`config.mk`:
```
export PLATFORM = sky130hd
export DESIGN_NAME = fetch_unit_flat
export DESIGN_NICKNAME = d
export VERILOG_FILES = /design/src/rtl/fetch_unit_pkg.sv /design/src/rtl/fetch_unit_if.sv /design/src/rtl/fetch_unit.sv /design/src/flat_wrapper.sv
export SDC_FILE = /design/constraint.sdc
export NUM_CORES = 1
export LEC_CHECK = 0
export CORE_UTILIZATION = 46
export CTS_CLUSTER_DIAMETER = 50
export DETAILED_ROUTE_END_ITERATION = 10
export GPL_TIMING_DRIVEN = 1
export PLACE_DENSITY = 0.79
export SYNTH_ARGS = -nofsm -noshare
export SYNTH_HDL_FRONTEND = slang
export SYNTH_SLANG_ARGS = --single-unit
```
`constraint.sdc`:
```
create_clock -name clk -period 2.6 [get_ports clk]
set_input_delay 0.65 -clock clk [delete_from_list [all_inputs] [get_ports clk]]
set_output_delay 0.65 -clock clk [all_outputs]
set_load 0.05 [all_outputs]
```
`src/rtl/fetch_unit_pkg.sv`:
```
// rtl/fetch_unit_pkg.sv - shared core definitions: core FSM state encodings, NOP word, reset PC default
package fetch_unit_pkg;

  localparam int XLEN = 32;

  typedef enum logic [2:0] {
    FETCH  = 3'd0,
    DECODE = 3'd1,
    EXEC   = 3'd2,
    MEM    = 3'd3,
    WRITE  = 3'd4
  } core_state_e;

  localparam logic [XLEN-1:0] NOP_INSTR        = 32'h0000_0013;
  localparam logic [XLEN-1:0] RESET_PC_DEFAULT = 32'h0000_0000;

endpackage

```
`src/rtl/fetch_unit_if.sv`:
```
// rtl/fetch_unit_if.sv - instruction memory request/response handshake bundle
interface fetch_unit_if;
  import fetch_unit_pkg::*;

  logic            imem_req;
  logic [XLEN-1:0] imem_addr;
  logic            imem_ready;
  logic [XLEN-1:0] imem_rdata;

  modport master (
    output imem_req,
    output imem_addr,
    input  imem_ready,
    input  imem_rdata
  );

  modport slave (
    input  imem_req,
    input  imem_addr,
    output imem_ready,
    output imem_rdata
  );

endinterface

```
`src/rtl/fetch_unit.sv`:
```
// rtl/fetch_unit.sv - RV32I fetch stage: owns the PC and fetches one instruction per FETCH visit
// Optional macro FETCH_TIMEOUT_EN adds a request timeout that raises the sticky fault.
module fetch_unit
  import fetch_unit_pkg::*;
#(
  parameter logic [XLEN-1:0] RESET_PC       = RESET_PC_DEFAULT,
  parameter int              TIMEOUT_CYCLES = 255
) (
  input  logic            clk,
  input  logic            rstn,
  input  logic [2:0]      state,
  input  logic            pc_we,
  input  logic [XLEN-1:0] pc_wdata,
  fetch_unit_if.master    imem,
  output logic [XLEN-1:0] instr_raw,
  output logic [XLEN-1:0] instr_pc,
  output logic [XLEN-1:0] pc,
  output logic            fetch_done,
  output logic            fault
);

  typedef enum logic [1:0] {
    IDLE = 2'd0,
    REQ  = 2'd1,
    DONE = 2'd2
  } fsm_e;

  fsm_e            fsm_q, fsm_d;
  logic            imem_req_q, imem_req_d;
  logic [XLEN-1:0] imem_addr_q, imem_addr_d;
  logic [XLEN-1:0] instr_raw_q, instr_raw_d;
  logic [XLEN-1:0] instr_pc_q, instr_pc_d;
  logic [XLEN-1:0] pc_q, pc_d;
  logic            fetch_done_q, fetch_done_d;
  logic            fault_q, fault_d;
  logic            handshake;
  logic            in_fetch;
  logic            timed_out;

  assign handshake = imem_req_q && imem.imem_ready;
  assign in_fetch  = (state == FETCH);

`ifdef FETCH_TIMEOUT_EN
  localparam int CNT_W = $clog2(TIMEOUT_CYCLES + 1);

  logic [CNT_W-1:0] tmo_cnt_q, tmo_cnt_d;

  // Held at zero outside REQ so every entry to REQ starts a fresh count.
  always_comb begin
    tmo_cnt_d = '0;
    if (fsm_q == REQ && !handshake) begin
      tmo_cnt_d = tmo_cnt_q + CNT_W'(1);
    end
  end

  assign timed_out = (fsm_q == REQ) && !handshake &&
                     (tmo_cnt_q == CNT_W'(TIMEOUT_CYCLES - 1));

  always_ff @(posedge clk) begin
    if (!rstn) begin
      tmo_cnt_q <= '0;
    end else begin
      tmo_cnt_q <= tmo_cnt_d;
    end
  end
`else
  logic [31:0] unused_timeout_cycles;
  assign unused_timeout_cycles = 32'(TIMEOUT_CYCLES);
  assign timed_out             = 1'b0;
`endif

  always_comb begin
    fsm_d        = fsm_q;
    imem_req_d   = imem_req_q;
    imem_addr_d  = imem_addr_q;
    instr_raw_d  = instr_raw_q;
    instr_pc_d   = instr_pc_q;
    pc_d         = pc_q;
    fetch_done_d = 1'b0;
    fault_d      = fault_q;

    case (fsm_q)
      IDLE: begin
        if (in_fetch && !fault_q) begin
          if (pc_q[1:0] == 2'b00) begin
            imem_req_d  = 1'b1;
            imem_addr_d = pc_q;
            fsm_d       = REQ;
          end else begin
            fault_d = 1'b1;
          end
        end
      end
      REQ: begin
        // The state input is ignored here: a started transfer always completes.
        if (handshake) begin
          instr_raw_d  = imem.imem_rdata;
          instr_pc_d   = imem_addr_q;
          fetch_done_d = 1'b1;
          imem_req_d   = 1'b0;
          pc_d         = imem_addr_q + 32'd4;
          fsm_d        = DONE;
        end else if (timed_out) begin
          fault_d    = 1'b1;
          imem_req_d = 1'b0;
          fsm_d      = DONE;
        end
      end
      DONE: begin
        if (!in_fetch) begin
          fsm_d = IDLE;
        end
      end
      default: begin
        fsm_d      = IDLE;
        imem_req_d = 1'b0;
      end
    endcase

    if (pc_we) begin
      pc_d = pc_wdata;
    end
  end

  always_ff @(posedge clk) begin
    if (!rstn) begin
      fsm_q        <= IDLE;
      imem_req_q   <= 1'b0;
      imem_addr_q  <= '0;
      instr_raw_q  <= NOP_INSTR;
      instr_pc_q   <= '0;
      pc_q         <= RESET_PC;
      fetch_done_q <= 1'b0;
      fault_q      <= 1'b0;
    end else begin
      fsm_q        <= fsm_d;
      imem_req_q   <= imem_req_d;
      imem_addr_q  <= imem_addr_d;
      instr_raw_q  <= instr_raw_d;
      instr_pc_q   <= instr_pc_d;
      pc_q         <= pc_d;
      fetch_done_q <= fetch_done_d;
      fault_q      <= fault_d;
    end
  end

  assign imem.imem_req  = imem_req_q;
  assign imem.imem_addr = imem_addr_q;
  assign instr_raw      = instr_raw_q;
  assign instr_pc       = instr_pc_q;
  assign pc             = pc_q;
  assign fetch_done     = fetch_done_q;
  assign fault          = fault_q;

endmodule

```
`src/flat_wrapper.sv`:
```
// flat-port wrapper written by rule: the top's interface ports become plain ports
module fetch_unit_flat import fetch_unit_pkg::*;
#(
  parameter logic [XLEN-1:0] RESET_PC       = RESET_PC_DEFAULT,
  parameter int              TIMEOUT_CYCLES = 255
)
  (clk, rstn, state, pc_we, pc_wdata, instr_raw, instr_pc, pc, fetch_done, fault, imem_imem_req, imem_imem_addr, imem_imem_ready, imem_imem_rdata);
  fetch_unit_if imem_i ();
  input  logic clk;
  input  logic rstn;
  input  logic [2:0] state;
  input  logic pc_we;
  input  logic [XLEN-1:0] pc_wdata;
  output logic [XLEN-1:0] instr_raw;
  output logic [XLEN-1:0] instr_pc;
  output logic [XLEN-1:0] pc;
  output logic fetch_done;
  output logic fault;
  output wire logic [$bits(imem_i.imem_req)-1:0] imem_imem_req;
  output wire logic [$bits(imem_i.imem_addr)-1:0] imem_imem_addr;
  input wire logic [$bits(imem_i.imem_ready)-1:0] imem_imem_ready;
  input wire logic [$bits(imem_i.imem_rdata)-1:0] imem_imem_rdata;
  assign imem_imem_req = imem_i.imem_req;
  assign imem_imem_addr = imem_i.imem_addr;
  assign imem_i.imem_ready = imem_imem_ready;
  assign imem_i.imem_rdata = imem_imem_rdata;
  fetch_unit #(.RESET_PC(RESET_PC), .TIMEOUT_CYCLES(TIMEOUT_CYCLES)) u_core (.clk(clk), .rstn(rstn), .state(state), .pc_we(pc_we), .pc_wdata(pc_wdata), .imem(imem_i), .instr_raw(instr_raw), .instr_pc(instr_pc), .pc(pc), .fetch_done(fetch_done), .fault(fault));
endmodule
```
; Word-level counts from Yosys, hierarchy flattened
; Index checks and enable logic that the tools add are counted.
[totals]
reg_bits = 133
in_bits = 71
out_inout_bits = 131
word_cells = 45
[classes]
n_addsub = 1
eq_ne = 6
muxes = 13
n_bitwise = 2
n_reduce_logical = 15
[ops]
columns = op, count
row1 = $mux W32, 3
row2 = $add A32 B3 Y32 const B, 1
row3 = $mux W2, 4
row4 = $reduce_and A4 Y1, 2
row5 = $ne A2 B1 Y1 const B, 3
row6 = $pmux W2 S3, 1
row7 = $reduce_and A2 Y1, 3
row8 = $reduce_and A3 Y1, 2
row9 = $logic_not A2 Y1, 2
row10 = $mux W1, 4
row11 = $reduce_bool A2 Y1, 2
row12 = $logic_not A3 Y1, 1
row13 = $pmux W1 S3, 1
row14 = $eq A2 B1 Y1 const B, 1
row15 = $eq A2 B2 Y1 const B, 1
row16 = $logic_and A1 B1 Y1, 2
row17 = $ne A2 B2 Y1 const B, 1
row18 = $not A1 Y1, 2
row19 = $logic_not A1 Y1, 1

; Depth between registers and ports, before layout
; Gate-level depths: netlist of the first run.
[depth]
depth_word = 4
depth_mapped = 8
ltp_nobuf = 5

; Worst setup path after synthesis of the first run
; OpenSTA, ideal clock, no wires.
[synth_timing]
kind = register to register
start = reg u_core.imem_addr_q[3] (netlist: u_core.imem.imem_addr[3])
end = reg u_core.pc_q[22] (netlist: u_core.pc[22])
setup_ns = 0.122
t_arrival_ns = 2.378
path_slack_ns = 0.100
stages_incl_launch_ff = 7
cell_sequence = dfxtp_1 -> ha_1 -> nand3_4 -> or4_1 -> buf_2 -> o311a_2 -> a221o_1
[synth_between]
elab_chain_cells = 4
[synth_rtl]
columns = item, line_no
row1 = "start, declared", fetch_unit.sv:30  ; logic [XLEN-1:0] imem_addr_q, imem_addr_d;
row2 = "start signal, assigned", fetch_unit.sv:138  ; imem_addr_q <= imem_addr_d;
row3 = $add A32 B3 Y32, fetch_unit.sv:101  ; pc_d = imem_addr_q + 32'd4;
row4 = $mux W32, fetch_unit.sv:96  ; if (handshake) begin
row5 = $mux W32, fetch_unit.sv:82  ; case (fsm_q)
row6 = $mux W32, fetch_unit.sv:120  ; if (pc_we) begin
row7 = "end signal, assigned", fetch_unit.sv:141  ; pc_q <= pc_d;
row8 = "end, declared", fetch_unit.sv:33  ; logic [XLEN-1:0] pc_q, pc_d;
; No other way between the ends. The select of a mux whose other input is x is not followed.
; A chain may end at the register's enable or synchronous reset.

; Worst setup path after layout of the first run
[layout_timing]
start = reg u_core.imem_addr_q[28] (netlist: u_core.imem.imem_addr[28])
end = out imem_imem_addr[28]
[layout_rtl]
columns = item, line_no
row1 = "end, declared", flat_wrapper.sv:20  ; output wire logic [$bits(imem_i.imem_addr)-1:0] imem_imem_addr;
; No word-level cell between the ends.

==> results by group, run 1 <==
Yosys
  – Async S/R FF share, synth: 0
  – EDFF count, synth: 0
  – Synthesized flop and latch total: 133
  – Main combinational cell family by area after synthesis: simple AND/OR/NAND/NOR gates
  – Netlist Area Pre-Place: 5933 um2
  – Yosys warns: 0
  – Seq/Total Area, Yosys: 0.4488
  – Average size of a mapped cell: 8.018 um2
  – Top FF cell, synth: dfxtp_1
  – Compound-Gate Fraction of Synth Area: 0.2128
  – Post-Syn Instances: 740
  – Post-Synth XOR/XNOR Area: 0.01033
  – Post-Synth Adder-Cell Area: 0.002109
  – Post-synthesis mux area share: 0.005061
  – Yosys cell types: 52
  – Net Count, Synth: 812
  – Simple-Gate Fraction of Synth Area: 0.2712

STA
  – Setup_tns: 0 ns
  – Fin. Hold Viols: 0
  – RSZ-0062 raised after global routing: no
  – Final min period: 2.469 ns
  – Setup violators final: 0
  – Max-slew headroom at the worst pin: 0.5685
  – Slew Limit Fails: 0
  – Clock Skew: 0.005700 ns
  – Period Utilization, post-route: 0.9495
  – Worst Max-Slew Pin Slew: 0.6423 ns
  – Fmax: 0.4051 GHz

Global routing
  – GRT Overall Usage: 0.2735
  – Initial antenna violation count: 0
  – Remaining global-route overflow: 0
  – Largest net degree at the start of global routing: 70
  – Vias in the first global route: 5742
  – Wire length of the first global-routing pass: 28.36 mm

Routing
  – Drt total wl: 17.78 mm
  – Vias per cell: 5.419
  – Wire per inst: 16.03 um
  – DRT iter0 DRCs: 523
  – DRC: 0
  – Antenna Nets Post-Route: 0
  – Initial DRT Pass Iterations: 4
  – DR vias: 6010

CTS
  – Clk_lat worst skew: 0.41 ns
  – H-tree level count: 4
  – CTS buffer count: 17
  – Clk sinks: 133
  – TritonCTS clock tree: yes
  – Reg clk slew, reported paths: 0.06 ns
  – Postcts setup bufs: 0
  – Clock buffer depth: 2
  – Hold Buf Count CTS: 0
  – Post_cts resized: 0
  – Root buffer cell: clkbuf_16

Worst setup path
  – Worst-path maximum fanout: 9
  – Arrival time at the worst endpoint: 1.82 ns
  – Kind of critical path: flip-flop to primary output
  – Slowest Stage Delay on Critical Path: 0.88 ns
  – Worst Setup End Kind: primary output
  – Delay-heaviest family, CP: buffers and inverters
  – Crit path buf inv count: 1
  – Data required time of the critical path: 1.95 ns
  – Cell Chain, Critical Path: clkdlybuf4s50_1
  – Critical-path top delay cell: clkdlybuf4s50_1
  – Critical Path Source Type: flip-flop

Floorplanning
  – CORE AREA: 12620 um2
  – I/O pin total: 202
  – FP Rows: 41
  – Initial Utilization: 0.4702
  – Die Width: 115.6 um
  – Die area: 13360 um2
  – Die Y-Extent: 115.6 um

Finish
  – Nets: 999
  – Layout area overhead: 46.46%
  – Layout cells sized above 1: 0.07044
  – FF+latch area: 2663 um2
  – Commonest non-fill, non-tap cell in the layout: nand2_1
  – Multi-input gate area: 2983 um2
  – Most frequent cells in the layout: nand2_1, clkdlybuf4s50_1, dfxtp_1
  – Final std cells w/o fill: 1109
  – Layout filler cell count: 1041
  – Antenna cells: 0

Run status
  – Status: finished clean

Place
  – Gpl congestion: 0.8553
  – Placed cells: 1080
  – IO Port Bufs: 201
  – Detail Placement HPWL: 12.25 mm

Pwr
  – Leak pwr: 2.965 nW
  – Max VDD drop: 0.3613 mV
  – Power Dens Cells: 561.3 nW/um2

Job
  – Max Cap Viol: 0

Worst hold path
  – HP Class: flip-flop to flip-flop
-- cell type report --
type | instances | area share
Multi-Input combinational cell | 542 | 0.3433
Sequential cell | 133 | 0.3064
Timing Repair Buffer | 229 | 0.2598
Clock buffer | 24 | 0.05544
Tap cell | 172 | 0.02477
Clock inverter | 5 | 0.008639
Inverter | 4 | 0.001728
-- report_power, final --
group / internal, mW / switching, mW / total, mW
Sequential: 2.08 / 0.0380 / 2.12
Combinational: 0.220 / 0.263 / 0.482
Clock: 1.47 / 0.814 / 2.28
Total: 3.76 / 1.11 / 4.88
-- per-stage QoR --
step                      area, um2  setup slack, ns  utilization  hold slack, ns  power [mW]
final                          8690           0.1312       0.6886          0.4616       4.878
after global placement         8133           0.1772       0.6445          0.4488       2.631
after global routing           8690          0.06619       0.6886          0.4922       5.022
after detailed placement       8133           0.1237       0.6445          0.4584       2.638
after floorplan                5933          0.09986            -          0.5053       2.409
after CTS                      8690           0.1245       0.6886          0.4659       4.903
-- Yosys cell counts, drive strengths merged, types with 8 or more instances --
| cell type | instances | area, um2 |
|---|---|---|
| nor4 | 9 | 56.30 |
| nand4 | 8 | 50.05 |
| a21boi | 97 | 728.2 |
| dfxtp | 133 | 2663 |
| o21ai | 27 | 135.1 |
| nand3 | 31 | 172.7 |
| buf | 14 | 93.83 |
| nand2b | 9 | 56.30 |
| clkbuf | 47 | 186.4 |
| nor3 | 11 | 55.05 |
| nand2 | 245 | 919.6 |
| o211ai | 10 | 75.07 |
| nor2 | 14 | 52.55 |
-- registers in the layout (all words and copies together) (netlist names) --
name / flops
u_core.fsm_q: 2
u_core.instr_raw: 32
u_core.pc: 32
u_core.imem.imem_req: 1
u_core.imem.imem_addr: 32
u_core.fault: 1
u_core.fetch_done: 1
u_core.instr_pc: 32
-- layer usage --
layer,up-vias,GRT usage,share of wire
met5,-,0,0
met1,2828,0.3217,0.42
met3,33,0.09310,0.084
li1,2920,-,-
met2,229,0.4547,0.48
met4,0,0.1160,0.024
-- cells by family (layout without fill, tap and decap cells) --
family / after synthesis / after routing
AOI/OAI and AO/OA: 171 / 171
xor gates and xnor gates: 7 / 7
and+or+nand+nor: 360 / 360
adders and majority gates: 1 / 1
buffers and inverters: 65 / 262
DFF: 133 / 133
muxes: 3 / 3
-- final timing paths --
kind | endpoint | startpoint | depth (start not counted) | slack (ns)
hold / removal | u_core.instr_raw[29] | u_core.instr_raw[29] | 2 | 0.46
setup / recovery | imem_imem_addr[28] | u_core.imem.imem_addr[28] | 1 | 0.13
setup reg to reg | u_core.pc[28] | u_core.imem.imem_addr[10] | 4 | 0.25
hold reg to reg | u_core.instr_raw[29] | u_core.instr_raw[29] | 2 | 0.46
-- worst reg2reg max path, cell delays in order, from the launching register on --
cell and delay, ns:
dfxtp_1 0.51, nand3_2 0.19, or4_1 0.81, o311a_2 0.47, a221o_1 0.26
Power figures use the tool's default switching activity.
==> run 2, diff against run 1 <==
REMOVE_ABC_BUFFERS = 1   (was default)
==> run 2 against run 1 <==
Net effect: design area grew 0.45%; sequential share of layout area shrank 0.14 points; count of clock-buffer cells in the layout shrank 1; hold slack lost 0.0020 ns; die area is the same; register-to-register slack is essentially flat; clock skew grew 0.0053 ns; utilization grew 0.31 points; flip-flop and latch count is the same; first-iteration DRC count shrank 31%; combinational power is essentially flat; critical endpoint is now imem_imem_addr[4]; largest cell class unchanged; highest routed layer unchanged.
==> results by group, run 2 (synthesis results as in run 1) <==
Run status
  – Status: finished clean

Worst hold path
  – Hold path start: u_core.instr_raw[20]
  – HP Class: flip-flop to flip-flop

Worst setup path
  – Cell Chain, Critical Path: clkdlybuf4s50_1
  – FF-to-FF Start: u_core.imem.imem_addr[11]
  – Worst-path maximum fanout: 8 (-1)
  – Crit path from: u_core.imem.imem_addr[4]
  – Critical Path Source Type: flip-flop
  – Worst Setup End Kind: primary output
  – Kind of critical path: flip-flop to primary output
  – Slowest Stage Delay on Critical Path: 0.88 ns (about the same)
  – Data required time of the critical path: 1.95 ns (about the same)
  – Critical-path top delay cell: clkdlybuf4s50_1
  – Delay-heaviest family, CP: buffers and inverters
  – Crit path buf inv count: 1 (unchanged)
  – Arrival time at the worst endpoint: 1.83 ns (about the same)

STA
  – RSZ-0062 raised after global routing: no
  – Final min period: 2.484 ns (+0.01477 ns)
  – Worst Max-Slew Pin Slew: 0.5596 ns (-0.08271 ns)
  – Clock Skew: 0.01102 ns (+0.005318 ns)
  – Fin. Hold Viols: 0 (unchanged)
  – Period Utilization, post-route: 0.9552 (+0.005681)
  – Max-slew headroom at the worst pin: 0.6258 (+0.05727)
  – Setup_tns: 0 ns (unchanged)
  – Fmax: 0.4026 GHz (-0.59%)
  – Slew Limit Fails: 0 (unchanged)
  – Setup violators final: 0 (unchanged)

CTS
  – CTS buffer count: 17 (unchanged)
  – Root buffer cell: clkbuf_16
  – Hold Buf Count CTS: 0 (unchanged)
  – H-tree level count: 4 (unchanged)
  – Post_cts resized: 0 (unchanged)
  – Clk sinks: 133 (unchanged)
  – Reg clk slew, reported paths: 0.06 ns (about the same)
  – TritonCTS clock tree: yes
  – Postcts setup bufs: 0 (unchanged)
  – Clk_lat worst skew: 0.42 ns (about the same)
  – Clock buffer depth: 2 (unchanged)

Routing
  – Drt total wl: 17.51 mm (-1.5%)
  – DR vias: 6030 (+0.33%)
  – Wire per inst: 15.69 um (-2.1%)
  – DRC: 0 (unchanged)
  – Antenna Nets Post-Route: 0 (unchanged)
  – Initial DRT Pass Iterations: 5 (+1)
  – DRT iter0 DRCs: 362 (-31%)
  – Vias per cell: 5.403 (-0.30%)

Job
  – Max Cap Viol: 0 (unchanged)

Floorplanning
  – FP Rows: 41 (unchanged)
  – Die area: 13360 um2 (unchanged)
  – Die Width: 115.6 um (unchanged)
  – Initial Utilization: 0.4702 (unchanged)
  – Die Y-Extent: 115.6 um (unchanged)
  – CORE AREA: 12620 um2 (unchanged)
  – I/O pin total: 202 (unchanged)

Global routing
  – GRT Overall Usage: 0.2639 (-0.009666)
  – Vias in the first global route: 5666 (-1.3%)
  – Wire length of the first global-routing pass: 27.58 mm (-2.8%)
  – Largest net degree at the start of global routing: 45 (-36%)
  – Remaining global-route overflow: 0 (unchanged)
  – Initial antenna violation count: 1 (+1)

Place
  – IO Port Bufs: 201 (unchanged)
  – Gpl congestion: 0.7960 (-6.9%)
  – Detail Placement HPWL: 12.17 mm (-0.68%)

Finish
  – Commonest non-fill, non-tap cell in the layout: nand2_1
  – Final Util: 0.6917 (+0.003074)
  – Layout area overhead: 47.11%
  – Most frequent cells in the layout: nand2_1, clkdlybuf4s50_1, dfxtp_1
  – Layout cells sized above 1: 0.07953 (+0.009096)
  – Nets: 1002 (+0.30%)

Pwr
  – Power Dens Cells: 568.1 nW/um2 (+1.2%)
  – Leak pwr: 2.988 nW (+0.77%)
  – Max VDD drop: 0.3562 mV (-1.4%)
[run 2: stage by stage]
step | worst slack [ns] | std cells | cell area, um2 | hold slack, ns | power (mW)
global route | 0.04315 | 1116 | 8728 | 0.4807 | 5.122
detailed placement | 0.1227 | 1083 | 8138 | 0.4557 | 2.636
finish | 0.1164 | 1116 | 8728 | 0.4596 | 4.959
CTS | 0.1248 | 1115 | 8726 | 0.4631 | 4.988
global placement | 0.2030 | 1083 | 8138 | 0.4489 | 2.630
floorplan | -1.835 | 679 | 5653 | 0.5053 | 2.373
[run 2: per-layer routing]
| layer | vias to the layer above | wire [um] | part of all wire | track usage |
|---|---|---|---|---|
| li1 | 2922 | - | - | - |
| met1 | 2848 | 7587 | 0.43 | 0.3238 |
| met2 | 228 | 8403 | 0.48 | 0.4435 |
| met3 | 32 | 1131 | 0.065 | 0.06172 |
| met4 | 0 | 387 | 0.022 | 0.1126 |
| met5 | - | 0 | 0 | 0 |
[run 2: path summary, 6_finish.rpt]
path                          endpoint  slack (ns)  depth (start not counted)
setup reg to reg         u_core.pc[28]        0.25                          4
setup / recovery     imem_imem_addr[4]        0.12                          1
hold / removal    u_core.instr_raw[20]        0.46                          2
hold reg to reg   u_core.instr_raw[20]        0.46                          2
[run 2: cell type report]
type / count / area (um2)
timing repair buffer: 232 / 2262
sequential: 133 / 2663
fill: 1064 / 3891
tap: 172 / 215.2
clock inverter: 9 / 100.1
inverter: 4 / 15.01
multi-input combinational: 542 / 2983
clock buffer: 23 / 488.0
antenna: 1 / 2.502
[run 2: power by group]
part	internal, mW	switching [mW]
Sequential	2.08	0.0365
Clock	1.50	0.860
Combinational	0.220	0.262
==> run 3, diff against run 2 <==
--- a/config.mk
+++ b/config.mk
@@ -6,4 +6,5 @@
 export NUM_CORES = 1
 export LEC_CHECK = 0
+export CORE_MARGIN = 2
 export CORE_UTILIZATION = 46
 export CTS_CLUSTER_DIAMETER = 50
==> constraint.sdc (replaced) <==
create_clock -name clk -period 2.6 [get_ports clk]
set_input_delay 0.65 -clock clk [delete_from_list [all_inputs] [get_ports clk]]
set_output_delay 0.65 -clock clk [all_outputs]
set_load 0.005 [all_outputs]
==> run 3 against run 2 <==
Net effect: hold slack barely moved; maximum frequency is 4.5% higher; total power fell by 5.8%; die area rose by 3.5%.
==> results by group, run 3 (synthesis results as in run 1) <==
Routing
  – Vias per cell: 5.334 (-1.3%)
  – DRC: 0 (unchanged)
  – Wire per inst: 15.93 um (+1.5%)
  – Initial DRT Pass Iterations: 5 (unchanged)
  – DR vias: 5937 (-1.5%)
  – DRT iter0 DRCs: 431 (+19%)
  – Drt total wl: 17.73 mm (+1.3%)
  – Antenna Nets Post-Route: 0 (unchanged)

Finish
  – Fin area: 8675 um2 (-0.62%)
  – Antenna cells: 0 (-1)
  – Final std cells w/o fill: 1113 (-0.27%)
  – Most frequent cells in the layout: nand2_1, clkdlybuf4s50_1, dfxtp_1
  – Nets: 1001 (-0.10%)
  – Layout area overhead: 46.20%
  – Layout cells sized above 1: 0.07439 (-0.005144)
  – Commonest non-fill, non-tap cell in the layout: nand2_1

STA
  – Max-slew headroom at the worst pin: 0.5618 (-0.06397)
  – Worst Max-Slew Pin Slew: 0.6573 ns (+0.09771 ns)
  – Final WS setup: 0.2237 ns (+0.1073 ns)
  – Period Utilization, post-route: 0.9140 (-0.04126)
  – Clock Skew: 0.008802 ns (-0.002216 ns)
  – Final min period: 2.376 ns (-0.1073 ns)
  – Fin. Hold Viols: 0 (unchanged)
  – Fmax: 0.4208 GHz (+4.5%)
  – Slew Limit Fails: 0 (unchanged)
  – Setup violators final: 0 (unchanged)
  – RSZ-0062 raised after global routing: no

Global routing
  – Wire length of the first global-routing pass: 28.93 mm (+4.9%)
  – GRT Overall Usage: 0.2562 (-0.007675)
  – Initial antenna violation count: 0 (-1)
  – Remaining global-route overflow: 0 (unchanged)
  – Vias in the first global route: 5742 (+1.3%)
  – Largest net degree at the start of global routing: 71 (+58%)

Floorplanning
  – Initial Utilization: 0.4702 (unchanged)
  – Die Y-Extent: 117.6 um (+1.7%)
  – Die Width: 117.6 um (+1.7%)
  – I/O pin total: 202 (unchanged)
  – FP Rows: 41 (unchanged)
  – Die area: 13820 um2 (+3.5%)
  – CORE AREA: 12620 um2 (unchanged)

Pwr
  – Leak pwr: 2.966 nW (-0.75%)
  – Power Dens Cells: 538.4 nW/um2 (-5.2%)
  – Max VDD drop: 0.2927 mV (-18%)

Worst hold path
  – HP Class: flip-flop to flip-flop
  – Hold Path Depth: 2 (unchanged)
  – Hold path start: u_core.instr_pc[22]
  – WHS Endpoint: u_core.instr_pc[22]

Job
  – Max Cap Viol: 0 (unchanged)

Worst setup path
  – Arrival time at the worst endpoint: 2.68 ns (+0.85 ns)
  – Kind of critical path: flip-flop to flip-flop
  – R2R setup slack: 0.22 ns (-0.03 ns)
  – Data required time of the critical path: 2.90 ns (+0.95 ns)
  – Worst-path maximum fanout: 14 (+6)
  – FF-to-FF Start: u_core.imem.imem_addr[3]
  – Worst Setup End Kind: flip-flop
  – Reg2Reg Depth: 5 (+1)
  – Critical Path Source Type: flip-flop
  – Worst r2r dst: u_core.pc[26]

CTS
  – Post_cts resized: 0 (unchanged)
  – Root buffer cell: clkbuf_16
  – Clk sinks: 133 (unchanged)
  – Clock buffer depth: 2 (unchanged)
  – H-tree level count: 4 (unchanged)
  – Reg clk slew, reported paths: 0.05 ns (about the same)
  – Hold Buf Count CTS: 0 (unchanged)
  – Postcts setup bufs: 0 (unchanged)
  – CTS buffer count: 17 (unchanged)
  – TritonCTS clock tree: yes
  – Clk_lat worst skew: 0.42 ns (about the same)

Place
  – Placed cell areas: 8123 um2 (-0.18%)
  – Pre-CTS WS: 0.1093 ns (-0.01341 ns)
  – Gpl congestion: 0.8496 (+6.7%)
  – Detail Placement HPWL: 12.24 mm (+0.60%)
  – Placed cells: 1082 (-0.092%)
  – IO Port Bufs: 201 (unchanged)

Run status
  – Status: finished clean
-- run 3: cell count changes in the layout (fill, tap and decap cells not counted), sizes merged --
cell / delta
clkinvlp: -2
diode: -1
clkdlybuf4s50: +1
buf: -2
bufinv: -2
clkbuf: +5
clkinv: -2
-- run 3: per-stage QoR --
| step | total power, mW | TNS, ns | util | hold WS [ns] |
|---|---|---|---|---|
| after detailed placement | 2.513 | 0 | 0.6437 | 0.4576 |
| after floorplan | 2.250 | -71.45 | - | 0.4599 |
| final | 4.670 | 0 | 0.6874 | 0.4599 |
| after CTS | 4.713 | 0 | 0.6874 | 0.4649 |
| after global placement | 2.507 | 0 | 0.6437 | 0.4483 |
| after global routing | 4.831 | 0 | 0.6874 | 0.4863 |
-- run 3: final cells by class --
cell class / instances / area (um2)
clock buffer: 28 / 536.8
clock inverter: 3 / 15.01
fill: 1046 / 3945
inverter: 4 / 15.01
multi-input combinational: 542 / 2983
sequential: 133 / 2663
tap: 172 / 215.2
timing repair buffer: 231 / 2247
-- run 3: per-layer routing --
metal / up-vias / part of all wire / track usage
met5: - / 0 / 0
met4: 0 / 0.024 / 0.1107
met3: 30 / 0.071 / 0.06250
met2: 246 / 0.49 / 0.4360
met1: 2745 / 0.41 / 0.3081
li1: 2916 / - / -
-- run 3: critical path, stage by stage, from the launching register on --
cell	delay, ns
dfxtp_1	0.44
ha_1	0.28
nand3_4	0.09
or4_1	0.72
o311a_2	0.46
a221o_1	0.26
-- run 3: worst max path at each step --
stage | start | end | depth (start not counted)
after floorplan | imem_imem_ready | u_core.pc[21] | 4
after global placement | pc_we | u_core.pc[21] | 5
after global routing | u_core.imem.imem_addr[3] | u_core.pc[26] | 5
final | u_core.imem.imem_addr[3] | u_core.pc[26] | 5
after CTS | u_core.imem.imem_addr[3] | u_core.pc[26] | 5
after detailed placement | state[1] | u_core.imem.imem_addr[14] | 6
-- run 3: where the power goes --
part | internal [mW] | switching [mW]
sequential | 2.08 | 0.0377
clock | 1.39 | 0.810
combinational | 0.219 | 0.139
